File: config.mk
export PLATFORM = sky130hd
export DESIGN_NAME = ahb_apb_bridge_flat
export DESIGN_NICKNAME = d
export VERILOG_FILES = /design/src/rtl/ahb_apb_bridge_if.sv /design/src/rtl/ahb_apb_bridge.sv /design/src/flat_wrapper.sv
export SDC_FILE = /design/constraint.sdc
export NUM_CORES = 1
export LEC_CHECK = 0
export ABC_AREA = 1
export CORE_MARGIN = 2
export CORE_UTILIZATION = 30
export DETAILED_ROUTE_END_ITERATION = 8
export HOLD_SLACK_MARGIN = 0.08
export PLACE_DENSITY = 0.68
export REMOVE_ABC_BUFFERS = 1
export SETUP_SLACK_MARGIN = 0.4
export SYNTH_ARGS = -nofsm -noshare
export SYNTH_HDL_FRONTEND = slang
export SYNTH_SLANG_ARGS = --single-unit
File: constraint.sdc
create_clock -name hclk -period 2.5 [get_ports hclk]
set_clock_uncertainty 0.2 [all_clocks]
set_input_delay 0.5 -clock hclk [delete_from_list [all_inputs] [get_ports hclk]]
set_output_delay 0.5 -clock hclk [all_outputs]
set_load 0.005 [all_outputs]
File: src/rtl/ahb_apb_bridge_if.sv
// Bus bundle between an AHB-Lite master and an APB slave, with the bridge sitting in the middle.
// slave = bridge view (AHB slave, APB master); master = environment view (AHB master, APB slave).
interface ahb_apb_bridge_if #(
  parameter int unsigned AWIDTH = 10,
  parameter int unsigned DSIZE  = 2
);
  localparam int unsigned DBYTES = 1 << DSIZE;
  localparam int unsigned DWIDTH = DBYTES * 8;

  // AHB side
  logic              hsel;
  logic              hready;
  logic [1:0]        htrans;
  logic [2:0]        hsize;
  logic [3:0]        hprot;
  logic              hwrite;
  logic [AWIDTH-1:0] haddr;
  logic [DWIDTH-1:0] hwdata;
  logic [DWIDTH-1:0] hrdata;
  logic              hreadyout;
  logic              hresp;

  // APB side
  logic              psel;
  logic              penable;
  logic [2:0]        pprot;
  logic              pwrite;
  logic [AWIDTH-1:0] paddr;
  logic [DBYTES-1:0] pstrb;
  logic [DWIDTH-1:0] pwdata;
  logic [DWIDTH-1:0] prdata;
  logic              pready;
  logic              pslverr;

  modport slave (
    input  hsel, hready, htrans, hsize, hprot, hwrite, haddr, hwdata,
    output hrdata, hreadyout, hresp,
    output psel, penable, pprot, pwrite, paddr, pstrb, pwdata,
    input  prdata, pready, pslverr
  );

  modport master (
    output hsel, hready, htrans, hsize, hprot, hwrite, haddr, hwdata,
    input  hrdata, hreadyout, hresp,
    input  psel, penable, pprot, pwrite, paddr, pstrb, pwdata,
    output prdata, pready, pslverr
  );
endinterface

File: src/rtl/ahb_apb_bridge.sv
// AHB-Lite slave to APB master bridge: one APB SETUP+ACCESS per accepted AHB transfer,
// data phase stretched with hreadyout, pslverr and illegal transfers mapped to a two-cycle ERROR.
module ahb_apb_bridge #(
  parameter int unsigned AWIDTH = 10,
  parameter int unsigned DSIZE  = 2
) (
  input logic             hclk,
  input logic             hresetn,
  ahb_apb_bridge_if.slave bus
);
  localparam int unsigned DBYTES = 1 << DSIZE;
  localparam int unsigned DWIDTH = DBYTES * 8;

  typedef enum logic [2:0] {IDLE, SETUP, ACCESS, ERR1, ERR2} state_t;

  state_t            state_q;
  state_t            state_d;
  logic              psel_d;
  logic              penable_d;
  logic              hreadyout_d;
  logic              hresp_d;
  logic              accept;
  logic              load;
  logic              capture;
  logic              legal;
  logic [DBYTES-1:0] strb;
  int unsigned       offset;
  int unsigned       size_bytes;
  logic              unused_bits;

  assign accept      = bus.hsel & bus.hready & bus.htrans[1];
  assign bus.pwdata  = bus.hwdata;
  assign unused_bits = ^{bus.htrans[0], bus.hprot[3:2]};

  // Transfer legality (size fits the bus, address naturally aligned) and write byte strobes
  always_comb begin
    offset     = 32'(bus.haddr[DSIZE-1:0]);
    size_bytes = 32'd1 << bus.hsize;
    legal      = (32'(bus.hsize) <= DSIZE);
    for (int unsigned i = 0; i < DSIZE; i++) begin
      if ((i < 32'(bus.hsize)) && bus.haddr[i]) legal = 1'b0;
    end
    strb = '0;
    for (int unsigned i = 0; i < DBYTES; i++) begin
      strb[i] = bus.hwrite && (i >= offset) && (i < offset + size_bytes);
    end
  end

  // Next state, then registered outputs decoded from the state being entered
  always_comb begin
    state_d     = state_q;
    psel_d      = 1'b0;
    penable_d   = 1'b0;
    hreadyout_d = 1'b1;
    hresp_d     = 1'b0;
    load        = 1'b0;
    capture     = 1'b0;

    case (state_q)
      IDLE, ERR2: begin
        state_d = IDLE;
        if (accept) begin
          load    = 1'b1;
          state_d = legal ? SETUP : ERR1;
        end
      end
      SETUP:  state_d = ACCESS;
      ACCESS: begin
        if (bus.pready) begin
          state_d = bus.pslverr ? ERR1 : IDLE;
          capture = !bus.pslverr && !bus.pwrite;
        end
      end
      ERR1:    state_d = ERR2;
      default: state_d = IDLE;
    endcase

    case (state_d)
      SETUP: begin
        psel_d      = 1'b1;
        hreadyout_d = 1'b0;
      end
      ACCESS: begin
        psel_d      = 1'b1;
        penable_d   = 1'b1;
        hreadyout_d = 1'b0;
      end
      ERR1: begin
        hreadyout_d = 1'b0;
        hresp_d     = 1'b1;
      end
      ERR2:    hresp_d = 1'b1;
      default: ;
    endcase
  end

  // State, handshake outputs and APB request / read-data registers
  always_ff @(posedge hclk) begin
    if (!hresetn) begin
      state_q       <= IDLE;
      bus.psel      <= 1'b0;
      bus.penable   <= 1'b0;
      bus.hreadyout <= 1'b1;
      bus.hresp     <= 1'b0;
      bus.hrdata    <= '0;
      bus.paddr     <= '0;
      bus.pstrb     <= '0;
      bus.pwrite    <= 1'b0;
      bus.pprot     <= '0;
    end else begin
      state_q       <= state_d;
      bus.psel      <= psel_d;
      bus.penable   <= penable_d;
      bus.hreadyout <= hreadyout_d;
      bus.hresp     <= hresp_d;
      if (load) begin
        bus.paddr  <= AWIDTH'(bus.haddr);
        bus.pwrite <= bus.hwrite;
        bus.pprot  <= {~bus.hprot[0], 1'b0, bus.hprot[1]};
        bus.pstrb  <= strb;
      end
      if (capture) bus.hrdata <= DWIDTH'(bus.prdata);
    end
  end
endmodule

File: src/flat_wrapper.sv
// flat-port wrapper written by rule: the top's interface ports become plain ports
module ahb_apb_bridge_flat 
#(
  parameter int unsigned AWIDTH = 10,
  parameter int unsigned DSIZE  = 2
)
  (hclk, hresetn, bus_hsel, bus_hready, bus_htrans, bus_hsize, bus_hprot, bus_hwrite, bus_haddr, bus_hwdata, bus_hrdata, bus_hreadyout, bus_hresp, bus_psel, bus_penable, bus_pprot, bus_pwrite, bus_paddr, bus_pstrb, bus_pwdata, bus_prdata, bus_pready, bus_pslverr);
  ahb_apb_bridge_if #(.AWIDTH(AWIDTH), .DSIZE(DSIZE)) bus_i ();
  input logic hclk;
  input logic hresetn;
  input wire logic [$bits(bus_i.hsel)-1:0] bus_hsel;
  input wire logic [$bits(bus_i.hready)-1:0] bus_hready;
  input wire logic [$bits(bus_i.htrans)-1:0] bus_htrans;
  input wire logic [$bits(bus_i.hsize)-1:0] bus_hsize;
  input wire logic [$bits(bus_i.hprot)-1:0] bus_hprot;
  input wire logic [$bits(bus_i.hwrite)-1:0] bus_hwrite;
  input wire logic [$bits(bus_i.haddr)-1:0] bus_haddr;
  input wire logic [$bits(bus_i.hwdata)-1:0] bus_hwdata;
  output wire logic [$bits(bus_i.hrdata)-1:0] bus_hrdata;
  output wire logic [$bits(bus_i.hreadyout)-1:0] bus_hreadyout;
  output wire logic [$bits(bus_i.hresp)-1:0] bus_hresp;
  output wire logic [$bits(bus_i.psel)-1:0] bus_psel;
  output wire logic [$bits(bus_i.penable)-1:0] bus_penable;
  output wire logic [$bits(bus_i.pprot)-1:0] bus_pprot;
  output wire logic [$bits(bus_i.pwrite)-1:0] bus_pwrite;
  output wire logic [$bits(bus_i.paddr)-1:0] bus_paddr;
  output wire logic [$bits(bus_i.pstrb)-1:0] bus_pstrb;
  output wire logic [$bits(bus_i.pwdata)-1:0] bus_pwdata;
  input wire logic [$bits(bus_i.prdata)-1:0] bus_prdata;
  input wire logic [$bits(bus_i.pready)-1:0] bus_pready;
  input wire logic [$bits(bus_i.pslverr)-1:0] bus_pslverr;
  assign bus_i.hsel = bus_hsel;
  assign bus_i.hready = bus_hready;
  assign bus_i.htrans = bus_htrans;
  assign bus_i.hsize = bus_hsize;
  assign bus_i.hprot = bus_hprot;
  assign bus_i.hwrite = bus_hwrite;
  assign bus_i.haddr = bus_haddr;
  assign bus_i.hwdata = bus_hwdata;
  assign bus_hrdata = bus_i.hrdata;
  assign bus_hreadyout = bus_i.hreadyout;
  assign bus_hresp = bus_i.hresp;
  assign bus_psel = bus_i.psel;
  assign bus_penable = bus_i.penable;
  assign bus_pprot = bus_i.pprot;
  assign bus_pwrite = bus_i.pwrite;
  assign bus_paddr = bus_i.paddr;
  assign bus_pstrb = bus_i.pstrb;
  assign bus_pwdata = bus_i.pwdata;
  assign bus_i.prdata = bus_prdata;
  assign bus_i.pready = bus_pready;
  assign bus_i.pslverr = bus_pslverr;
  ahb_apb_bridge #(.AWIDTH(AWIDTH), .DSIZE(DSIZE)) u_core (.hclk(hclk), .hresetn(hresetn), .bus(bus_i));
endmodule
======== After elaboration in Yosys (flattened, before gate mapping) ========
Index checks and enable logic that the tools add are counted.
word-level totals
  register bits ........................... 56
  input bits .............................. 90
  logic and storage cells ................. 65
operators by class
  bitwise operators ....................... 3
  shift operators ......................... 1
  reductions and logical operators ........ 17
  $add $sub $neg .......................... 1
  $lt $le $gt $ge ......................... 10
  muxes and demuxes ....................... 15
  equal/unequal tests ..................... 8
operators by type and width
  operator                                                               number
  1-bit by 32-bit < comparator with 1-bit output, first input constant   2
  2-bit by 32-bit < comparator with 1-bit output, first input constant   2
  2-bit by 32-bit adder with 32-bit output                               1
  1-bit by 3-bit << shifter with 32-bit output, first input constant     1
  3-bit by 2-bit == test with 1-bit output, second input constant        4
  3-bit one-hot mux with 4 select lines                                  1
  1-bit logical AND                                                      10
  1-bit two-way mux                                                      10
  3-bit by 1-bit == test with 1-bit output, second input constant        2
  3-bit == test, second input constant                                   2
  1-bit by 3-bit < comparator with 1-bit output, first input constant    2
  3-bit two-way mux                                                      2
  2-bit OR reduction                                                     3
  1-bit by 2-bit >= comparator with 1-bit output, first input constant   2
  2-bit two-way mux                                                      2
  3-bit by 2-bit <= comparator with 1-bit output, second input constant  1
  3-bit zero test                                                        1
  3-bit OR reduction                                                     1
  1-bit AND                                                              2
  2-bit >= comparator, first input constant                              1
  1-bit zero test                                                        2
  1-bit NOT                                                              1

======== Longest topological paths before layout ========
  word-level depth ........................ 10
  mapped depth ............................ 12

======== Least setup slack after synthesis ========
OpenSTA, ideal clock, no wires.
  kind .................................... input to register
  start ................................... in bus_hsize[2]
  end ..................................... reg u_core.bus.pstrb[2]
  data required time ...................... 2.168 ns
  slack ................................... 0.426 ns
  data arrival time ....................... 1.742 ns
  buffers on the path ..................... 0
  stages on the path ...................... 12
  setup time .............................. 0.132 ns
  cells stage by stage .................... inv_1 nand2_1 nor2_1 ha_1 inv_1 fa_1 nor2_1 nand2_1 nand2_1 o21ai_0 nand2_1 a21oi_1
on the way
  longest elaborated chain between the ends .. 4
ends and longest elaborated chain
  element                                         line                     source
  from (decl)                                     flat_wrapper.sv:14       input wire logic [$bits(bus_i.hsize)-1:0] bus_hsize;
  1-bit by 3-bit << shifter with 32-bit output    ahb_apb_bridge.sv:38     size_bytes = 32'd1 << bus.hsize;
  2-bit by 32-bit adder with 32-bit output        ahb_apb_bridge.sv:45     strb[i] = bus.hwrite && (i >= offset) && (i < offset + size_bytes);
  2-bit by 32-bit < comparator with 1-bit output  ahb_apb_bridge.sv:45
  1-bit logical AND                               ahb_apb_bridge.sv:45
  to (signal assigned)                            ahb_apb_bridge.sv:120    bus.pstrb <= strb;
  to (decl)                                       ahb_apb_bridge_if.sv:38  output psel, penable, pprot, pwrite, paddr, pstrb, pwdata,
No other way between the ends.
A chain may end at the register's enable or synchronous reset.

======== Worst setup path in the final report ========
  start ................................... in bus_haddr[1]
  end ..................................... reg u_core.bus.pstrb[0]
on the way
  longest elaborated chain between the ends .. 3
  elaborated cells between the ends (all ways) .. 5
  classes of those cells .................. 1 x add/sub; 2 x order compare; 2 x reduce/logical
ends and longest elaborated chain
  element                                                                                                     line                  source
  from (decl)                                                                                                 flat_wrapper.sv:17    input wire logic [$bits(bus_i.haddr)-1:0] bus_haddr;
  2-bit by 32-bit adder with 32-bit output or 1-bit by 2-bit >= comparator with 1-bit output (tied branches)  ahb_apb_bridge.sv:45
  1-bit by 32-bit < comparator with 1-bit output or 1-bit logical AND (tied branches)                         ahb_apb_bridge.sv:45
  1-bit logical AND *                                                                                         ahb_apb_bridge.sv:45
Mark *: on every way between the ends. The rest lies on a longest branch, timed or not.

==> results.json <==
{
  "run_status": "finished clean",
  "reg2reg_from": "u_core.state_q[2]",
  "viasPerCell": 4.68,
  "cts_buffers": 5,
  "synth-main-ff-cell": "dfxtp_1",
  "hold_class": "reg2reg",
  "port-buffer-count": 107,
  "dp.final_hpwl_mm": 5.57,
  "clockBufferDepth": 2,
  "syn_area_um2": 2530,
  "cp_slowest_stage_delay_ps": 530,
  "synth-edff-count": 0,
  "cts_hold_buf": 0,
  "die_w_um": 95.9,
  "hold_start": "u_core.bus.hrdata[14]",
  "vias": 2359,
  "synth_cell_types": 27,
  "initial_core_util": 0.309,
  "grt_pass1_vias": 2290,
  "ys_seq_area_frac": 0.442,
  "grt_first_pass_wirelength_mm": 11.6,
  "worstRegToRegCells": 4,
  "grt_setup_unrepaired": "false",
  "fin_util": 0.435,
  "setup_viol": 0,
  "drive_above_1_share": 0.100,
  "wl_per_cell_um": 15.1,
  "cap_viol_max_count": 0,
  "hold_viol_final": 0,
  "p_leak_nw": 1.35,
  "maxSlewViolCount": 0,
  "cts_tree": "built",
  "crit_type": "in2reg",
  "ys_async_sr_fraction": 0,
  "die-area_um2": 9200,
  "fin_crit_ps": 2030,
  "dr.pass1.iters": 4,
  "rr_endpoint": "u_core.bus.hrdata[1]",
  "ys_seq_elements": 56,
  "worstSetupEndpointType": "flop",
  "power.total_mw": 1.72,
  "cp_common_cell": "nand2_2",
  "start_kind": "input pin",
  "grtUsageTotal": 0.166,
  "tightestPinTransition_ps": 563,
  "critPathRequiredTime_ps": 2490,
  "final_common_cell": "clkdlybuf4s50_1",
  "syn-instance-count": 323,
  "final_nets": 492,
  "arrival_ps": 2020,
  "fmax_mhz": 493,
  "wirelength_mm": 7.59,
  "area_growth_syn_to_layout_pct": 40.9,
  "crit_slowest_cell": "clkdlybuf4s50_1",
  "cts.sinks": 56,
  "io_pins": 176,
  "critical_path.max_fanout": 4,
  "rows": 33,
  "yosysWarningCount": 0,
  "ant_nets": 0,
  "insertion_delay_ps": 290,
  "vdd_drop_max_v": 0.000224,
  "syn_area_per_cell_um2": 7.85,
  "clk_pin_slew_ps": 100,
  "grt_max_degree": 33,
  "finalCritPeriodShare": 0.811,
  "gp_congestion": 0.813,
  "first_iter_violations": 66,
  "diodes": 0,
  "max_slew_margin": 0.624,
  "antenna_found_initial": 0,
  "whs_path_depth": 2,
  "drc": 0,
  "cp_cell_sequence": "clkdlybuf4s50_1, inv_1, fa_2, nor2_2, nand2_2, nand2_2, nand3_1, nand2_1, a21oi_1",
  "cts_root_buf": "clkbuf_8",
  "r2r_setup_slack_ps": 760,
  "grt_overflow": 0,
  "hold_end": "u_core.bus.hrdata[14]",
  "p_per_area_nw_per_um2": 482,
  "die_h_um": 95.9,
  "fp.coreArea_um2": 8220,
  "cts_htree_levels": 2,
  "layout_common_cells": "clkdlybuf4s50_1, nand2_1, dfxtp_1, a21oi_1, nand3_1"
}
[metal layers]
layer,track usage,vias up,wire length [µm]
met5,0.0536,-,0
met4,0.0286,0,8
met3,0.119,2,1250
met2,0.234,128,3000
met1,0.203,1070,3330
li1,-,1159,-
[Yosys cell counts (all sizes together) (2+ instances only)]
master,n,area (µm²)
nand2,64,255
dfxtp,56,1120
buf,46,373
a21oi,42,221
nand3,39,200
nor2,31,119
inv,18,67.6
o21ai,13,65.1
clkbuf,4,15.0
nor3,3,31.3
ha,2,25.0
[state kept, by name, summed over array words and instances, names as in the netlist]
signal	count
u_core.bus.hrdata	32
u_core.bus.paddr	10
u_core.bus.pstrb	4
u_core.bus.pwrite	1
u_core.bus.hresp	1
u_core.state_q	3
u_core.bus.pprot	2
u_core.bus.psel	1
u_core.bus.hreadyout	1
u_core.bus.penable	1
[layout make-up]
type / instances / area [µm²]
Timing Repair Buffer: 119 / 1180
Clock inverter: 1 / 8.76
Clock buffer: 6 / 82.6
Tap cell: 105 / 131
Sequential cell: 56 / 1120
Inverter: 19 / 71.3
Multi-Input combinational cell: 198 / 981
Fill cell: 824 / 4640
[metrics by stage]
step                      instances  setup WS (ps)  cell area (µm²)  hold slack [ps]  TNS [ps]
after floorplan                 273            349             2150              257         0
after global placement          496          -52.2             3440              247     -86.4
after detailed placement        496          -95.0             3440              253      -226
after CTS                       504            413             3550              268         0
after global routing            504            386             3570              292         0
final                           504            474             3570              265         0
[critical path: cells and delay by family]
kind | cells | cell delay, ps
buffers and inverters | 2 | 650
AND/OR/NAND/NOR | 5 | 410
adder cells (fa/ha/maj) | 1 | 410
AO/OA/AOI/OAI | 1 | 50
[logic make-up (layout without fill, tap and decap cells)]
group	count (synthesis)	in the layout	synth area share
compound gates	56	56	0.116
fa+ha+maj	3	3	0.0178
buf+inv	69	145	0.181
flops	56	56	0.442
other cells	1	1	0.00148
simple gates	138	138	0.241
[worst max path at each step]
stage                            start              endpoint  slack [ps]  depth (start not counted)
after detailed placement  bus_hsize[1]   u_core.bus.pstrb[2]         -90                         13
final                     bus_haddr[1]   u_core.bus.pstrb[0]         470                          9
after floorplan            bus_pslverr  u_core.bus.hrdata[0]         350                          6
after CTS                 bus_hsize[0]   u_core.bus.pstrb[0]         410                         11
after global routing      bus_hsize[1]   u_core.bus.pstrb[2]         390                         13
after global placement    bus_hsize[1]   u_core.bus.pstrb[2]         -50                         13
[power breakdown]
group          internal [mW]  total [mW]  switching (mW)  leakage [nW]
Combinational          0.159       0.285           0.126         0.846
Sequential             0.918       0.930          0.0121         0.454
Clock                  0.222       0.506           0.284        0.0473
[timing repair]
action | 4_1_cts | 5_1_grt
setup buffers | 1 | 0
hold endpoints to repair | 0 | 0
setup endpoints to repair | 3 | 33
resized for setup | 10 | 6
pin swaps | 5 | 5
Note: power is estimated with default switching activity, not from simulation.
